**config.mk**
```make
export PLATFORM = sky130hd
export DESIGN_NAME = axi_ram_read_arbiter
export DESIGN_NICKNAME = d
export VERILOG_FILES = /design/src/rtl/axi_ram_read_arbiter.sv
export SDC_FILE = /design/constraint.sdc
export NUM_CORES = 1
export LEC_CHECK = 0
export CAP_MARGIN = 20
export CORE_MARGIN = 2
export CORE_UTILIZATION = 35
export DETAILED_ROUTE_END_ITERATION = 10
export PLACE_DENSITY_LB_ADDON = 0.12
export SYNTH_ARGS = -nofsm -noshare
export SYNTH_HDL_FRONTEND = slang
export SYNTH_SLANG_ARGS = --single-unit
```
**constraint.sdc**
```tcl
create_clock -name clock -period 1.6 [get_ports clock]
set_input_delay 0.24 -clock clock [delete_from_list [all_inputs] [get_ports clock]]
set_output_delay 0.24 -clock clock [all_outputs]
set_load 0.02 [all_outputs]
```
**src/rtl/axi_ram_read_arbiter.sv**
```systemverilog
// Round-robin arbiter sharing the AXI RAM read channel (AR + R) between
// NUM_REQ requesters, with a single read in flight and the beat routed back to its owner.
module axi_ram_read_arbiter #(
  parameter int NUM_REQ   = 4,
  parameter int ADDR_BITS = 17,
  parameter int DATA_BITS = 64,
  localparam int ID_BITS  = $clog2(NUM_REQ)
) (
  input  logic                           clock,
  input  logic                           resetn,
  input  logic [NUM_REQ-1:0]             req_valid,
  output logic [NUM_REQ-1:0]             req_ready,
  input  logic [NUM_REQ*ADDR_BITS-1:0]   req_addr,
  output logic [NUM_REQ-1:0]             rsp_valid,
  input  logic [NUM_REQ-1:0]             rsp_ready,
  output logic [DATA_BITS-1:0]           rsp_data,
  output logic                           m_arvalid,
  input  logic                           m_arready,
  output logic [ADDR_BITS-1:0]           m_araddr,
  input  logic                           m_rvalid,
  output logic                           m_rready,
  input  logic [DATA_BITS-1:0]           m_rdata
);

  typedef enum logic [1:0] {IDLE, ADDR, DATA, RESP} state_t;

  state_t               state, state_d;
  logic [ID_BITS-1:0]   last, last_d, owner, owner_d;
  logic [ID_BITS-1:0]   grant, cand_id;
  int                   cand;
  logic                 found;
  logic [ADDR_BITS-1:0] grant_addr, m_araddr_d;
  logic [NUM_REQ-1:0]   req_ready_d, rsp_valid_d;
  logic                 m_arvalid_d, m_rready_d;
  logic [DATA_BITS-1:0] rsp_data_d;

  // Scan last+1, last+2, ... (mod NUM_REQ) and take the first pending requester.
  always_comb begin
    found   = 1'b0;
    grant   = last;
    cand    = 0;
    cand_id = '0;
    for (int k = 1; k <= NUM_REQ; k++) begin
      cand = int'(last) + k;
      if (cand >= NUM_REQ) cand = cand - NUM_REQ;
      cand_id = ID_BITS'(cand);
      if (!found && req_valid[cand_id]) begin
        found = 1'b1;
        grant = cand_id;
      end
    end
  end

  always_comb begin
    grant_addr = '0;
    for (int i = 0; i < NUM_REQ; i++) begin
      if (grant == ID_BITS'(i)) grant_addr = req_addr[i*ADDR_BITS +: ADDR_BITS];
    end
  end

  always_comb begin
    state_d     = state;
    last_d      = last;
    owner_d     = owner;
    req_ready_d = '0;
    rsp_valid_d = rsp_valid;
    m_arvalid_d = m_arvalid;
    m_rready_d  = m_rready;
    m_araddr_d  = m_araddr;
    rsp_data_d  = rsp_data;
    case (state)
      IDLE: begin
        if (found) begin
          req_ready_d = NUM_REQ'(1) << grant;
          m_araddr_d  = grant_addr;
          owner_d     = grant;
          last_d      = grant;
          m_arvalid_d = 1'b1;
          state_d     = ADDR;
        end
      end
      ADDR: begin
        if (m_arready) begin
          m_arvalid_d = 1'b0;
          m_rready_d  = 1'b1;
          state_d     = DATA;
        end
      end
      DATA: begin
        if (m_rvalid) begin
          rsp_data_d  = m_rdata;
          m_rready_d  = 1'b0;
          rsp_valid_d = NUM_REQ'(1) << owner;
          state_d     = RESP;
        end
      end
      RESP: begin
        // Only the owner's ready completes the transaction.
        if (rsp_ready[owner]) begin
          rsp_valid_d = '0;
          state_d     = IDLE;
        end
      end
      default: state_d = IDLE;
    endcase
  end

  always_ff @(posedge clock) begin
    if (!resetn) begin
      state     <= IDLE;
      last      <= ID_BITS'(NUM_REQ - 1);
      owner     <= '0;
      req_ready <= '0;
      rsp_valid <= '0;
      m_arvalid <= 1'b0;
      m_rready  <= 1'b0;
      m_araddr  <= '0;
      rsp_data  <= '0;
    end else begin
      state     <= state_d;
      last      <= last_d;
      owner     <= owner_d;
      req_ready <= req_ready_d;
      rsp_valid <= rsp_valid_d;
      m_arvalid <= m_arvalid_d;
      m_rready  <= m_rready_d;
      m_araddr  <= m_araddr_d;
      rsp_data  <= rsp_data_d;
    end
  end

  a_req_ready_onehot: assert property (@(posedge clock) disable iff (!resetn) $onehot0(req_ready));
  a_rsp_valid_onehot: assert property (@(posedge clock) disable iff (!resetn) $onehot0(rsp_valid));
  a_ar_r_exclusive:   assert property (@(posedge clock) disable iff (!resetn) !(m_arvalid && m_rready));
  a_araddr_stable:    assert property (@(posedge clock) disable iff (!resetn)
                                       (m_arvalid && !m_arready) |=> $stable(m_araddr));
  a_rsp_data_stable:  assert property (@(posedge clock) disable iff (!resetn)
                                       (|rsp_valid) |=> $stable(rsp_data));

endmodule
```
==> impl_metrics.ini <==
[floorplanning]
start_util = 0.3554
die-area_um2 = 12990
std_cell_rows = 40
pin_count = 235
dieHeight_um = 114.0
fp.dieW_um = 114.0
core_um2 = 11910

[timing]
worstMarginPinSlew_ns = 0.3031
fin_hold_ws_ns = 0.3271
rsz0062_at_grt = true
fin_crit_sh = 1.064
maxSlewHeadroom = 0.7979
layout_min_cycle_time_ns = 1.702
fin_skew_ns = 0.005608
hold_viol = 0
setup_viol = 17
fmax_mhz = 587.5
maxSlewViolCount = 0
fin_ws_ns = -0.1021

[route]
first_pass_iters = 4
vias = 4124
antenna_left = 0
drcViolationCount = 0
wl_per_cell_um = 15.04
routed_wl_um = 12990
dr.first_iter.drc_count = 203
vias_per_cell = 4.773

[critical_path]
cp.arrival_ns = 1.93
reg2reg_from = last[0]
cp_data_required_time_ns = 1.83
crit_fanout = 8
crit_path_start_kind = register
r2r-end = m_araddr[8]
end_kind = register
path_class = reg -> reg
r2r_cells = 7
r2r_slack_ns = -0.10

[pwr]
leakage_uw = 0.002851
ir_drop_mv = 0.6031
pwr_density_cell_nw_per_um2 = 1320

[global_route]
grt_max_degree = 39
antenna_found_initial = 1
grt_remaining_overflow = 0
grt_pass1_wl_um = 20200
track_usage = 0.1969
grt_pass1_vias = 4112

[min_path]
min_path_cells = 3
min-delay-start = resetn
whs_endpoint = rsp_valid[1]
hp-class = in -> reg

[yosys]
synthCells = 462
synth_top_family_by_area = compound AO/OA/AOI/OAI gates
yosys.area_share.adder = 0.01478
yosys_most_used_dff = dfxtp_1
synth-compound-area-share = 0.2060
synth_area_um2 = 4233
ys_seq_area_frac = 0.4588
syn_avg_cell_area_um2 = 9.162
synth_edf_count = 0
yosys_register_bits = 97
ys_types = 40
muxShareOfSynthArea = 0.09075
synth-warning-count = 0
synth_xor_area_frac = 0
async_flop_share = 0
synth-simple-area-share = 0.1856
syn-num-nets = 611

[layout]
layout.nets = 860
drive_gt1_frac = 0.1341
area_delta_synth_final_pct = 75.97
layoutNonFillerInstCount = 864

[place]
dp.cells = 841
place_congestion = 0.8129
preCtsSetupSlack_ns = -0.4886
io_buffers = 234
dp_hpwl_um = 9611

[status]
violations = setup timing
status = finished with violations

[cts]
cts.sinks = 97
cts_buffers = 9
htreeDepth = 3
clkLatencyLatePin_ns = 0.34
cts-hold-fix-buffers = 0
cts_tree = done
cts-root-buf = clkbuf_16
clk_path_buf_depth = 2
clkTransAtPathRegs_ns = 0.07

[flow_run]
drv_cap = 0
==> final cells by class <==
type,count,area (µm²)
tap,147,183.9
inverter,8,30.03
clock inverter,7,92.59
multi-input combinational,328,2225
antenna,1,2.502
fill,1059,4463
sequential,97,1947
timing repair buffer,267,2743
clock buffer,9,225.2
==> kinds of logic after synthesis <==
group | count (synthesis)
AND/OR/NAND/NOR | 186
AO/OA/AOI/OAI | 100
flip-flops | 97
buffers and inverters | 37
multiplexers | 37
adder cells (fa/ha/maj) | 5
==> registers in the layout (all words and copies together) (netlist names) <==
register / cells
req_ready: 4
rsp_valid: 4
last: 2
m_arvalid: 1
m_rready: 1
state: 2
owner: 2
rsp_data: 64
m_araddr: 17
==> power breakdown <==
part | internal (µW) | leakage (µW) | switching [µW]
clock | 1370 | 0.000160 | 953
sequential | 2880 | 0.000790 | 284
combinational | 2280 | 0.00190 | 2060
==> per-stage QoR <==
step	total power [µW]	util	area (µm²)	TNS, ns
3_5_place_dp	7185	0.5803	6912	-10.75
4_1_cts	9822	0.6180	7361	-1.033
3_3_place_gp	7081	0.5803	6912	-10.11
5_1_grt	10350	0.6253	7448	-2.996
6_report	9835	0.6253	7448	-1.392
2_1_floorplan	5422	-	4253	-0.1218
==> repair_timing <==
action | CTS | global route
pin swaps | 3 | 4
setup buffers | 3 | 1
endpoints found under the setup margin | 19 | 63
resized for setup | 13 | 22
gates cloned | 2 | 0
==> worst max path at each step <==
stage | start | to | slack [ns] | cells after the start
finish | last[0] | m_araddr[8] | -0.10 | 7
global route | last[0] | m_araddr[5] | -0.20 | 7
CTS | last[0] | m_araddr[5] | -0.07 | 7
detailed placement | req_valid[1] | m_araddr[8] | -0.49 | 6
global placement | req_valid[0] | m_araddr[5] | -0.44 | 7
floorplan | last[0] | m_araddr[0] | -0.01 | 7
==> layout by cell type, fill, tap and decap left out, types with 2 or more instances in the layout <==
cell and instances:
buf_12 7, ha_1 4, inv_2 3, mux2i_2 6, nand2b_1 4, a21boi_1 23
o21ai_1 2, nand2_1 152, and2_4 2, clkinv_2 3, buf_4 21, dlymetal6s2s_1 6
dfxtp_1 95, mux2i_1 25, a21oi_1 7, nor2b_1 4, inv_1 5, clkbuf_16 9
buf_6 2, nor2_1 12, o221ai_2 17, nor4b_1 2, mux2i_4 4, buf_16 2
clkdlybuf4s50_1 227, a21boi_0 42, bufinv_16 2
==> cells in the mapped netlist, types with 2 or more instances <==
master / number / share of area
a21boi_0: 42 / 0.074
a21boi_1: 23 / 0.041
a21oi_1: 7 / 0.0083
and2_1: 3 / 0.0044
buf_1: 3 / 0.0027
buf_12: 2 / 0.0095
buf_2: 3 / 0.0035
clkbuf_1: 19 / 0.017
dfxtp_1: 97 / 0.46
ha_1: 5 / 0.015
inv_1: 6 / 0.0053
inv_2: 2 / 0.0018
mux2i_1: 35 / 0.083
nand2_1: 153 / 0.14
nand2b_1: 4 / 0.0059
nor2_1: 12 / 0.011
nor2b_1: 4 / 0.0059
nor4b_1: 2 / 0.0041
o21ai_1: 3 / 0.0035
o221ai_2: 17 / 0.060
==> critical path, stage by stage, from the launching register on <==
cell and delay (ns):
dfxtp_4 0.37, inv_2 0.04, a22o_1 0.23, a221oi_4 0.26
buf_6 0.18, buf_12 0.16, mux2i_2 0.25, o221ai_2 0.11
==> per-layer routing <==
layer,vias to the layer above,track usage,wire length (µm)
met3,22,0.05313,860
met1,1909,0.2269,5189
met2,128,0.3433,6618
met5,-,0,0
li1,2065,-,-
met4,0,0.08455,325
Note: power is estimated with default switching activity, not from simulation.
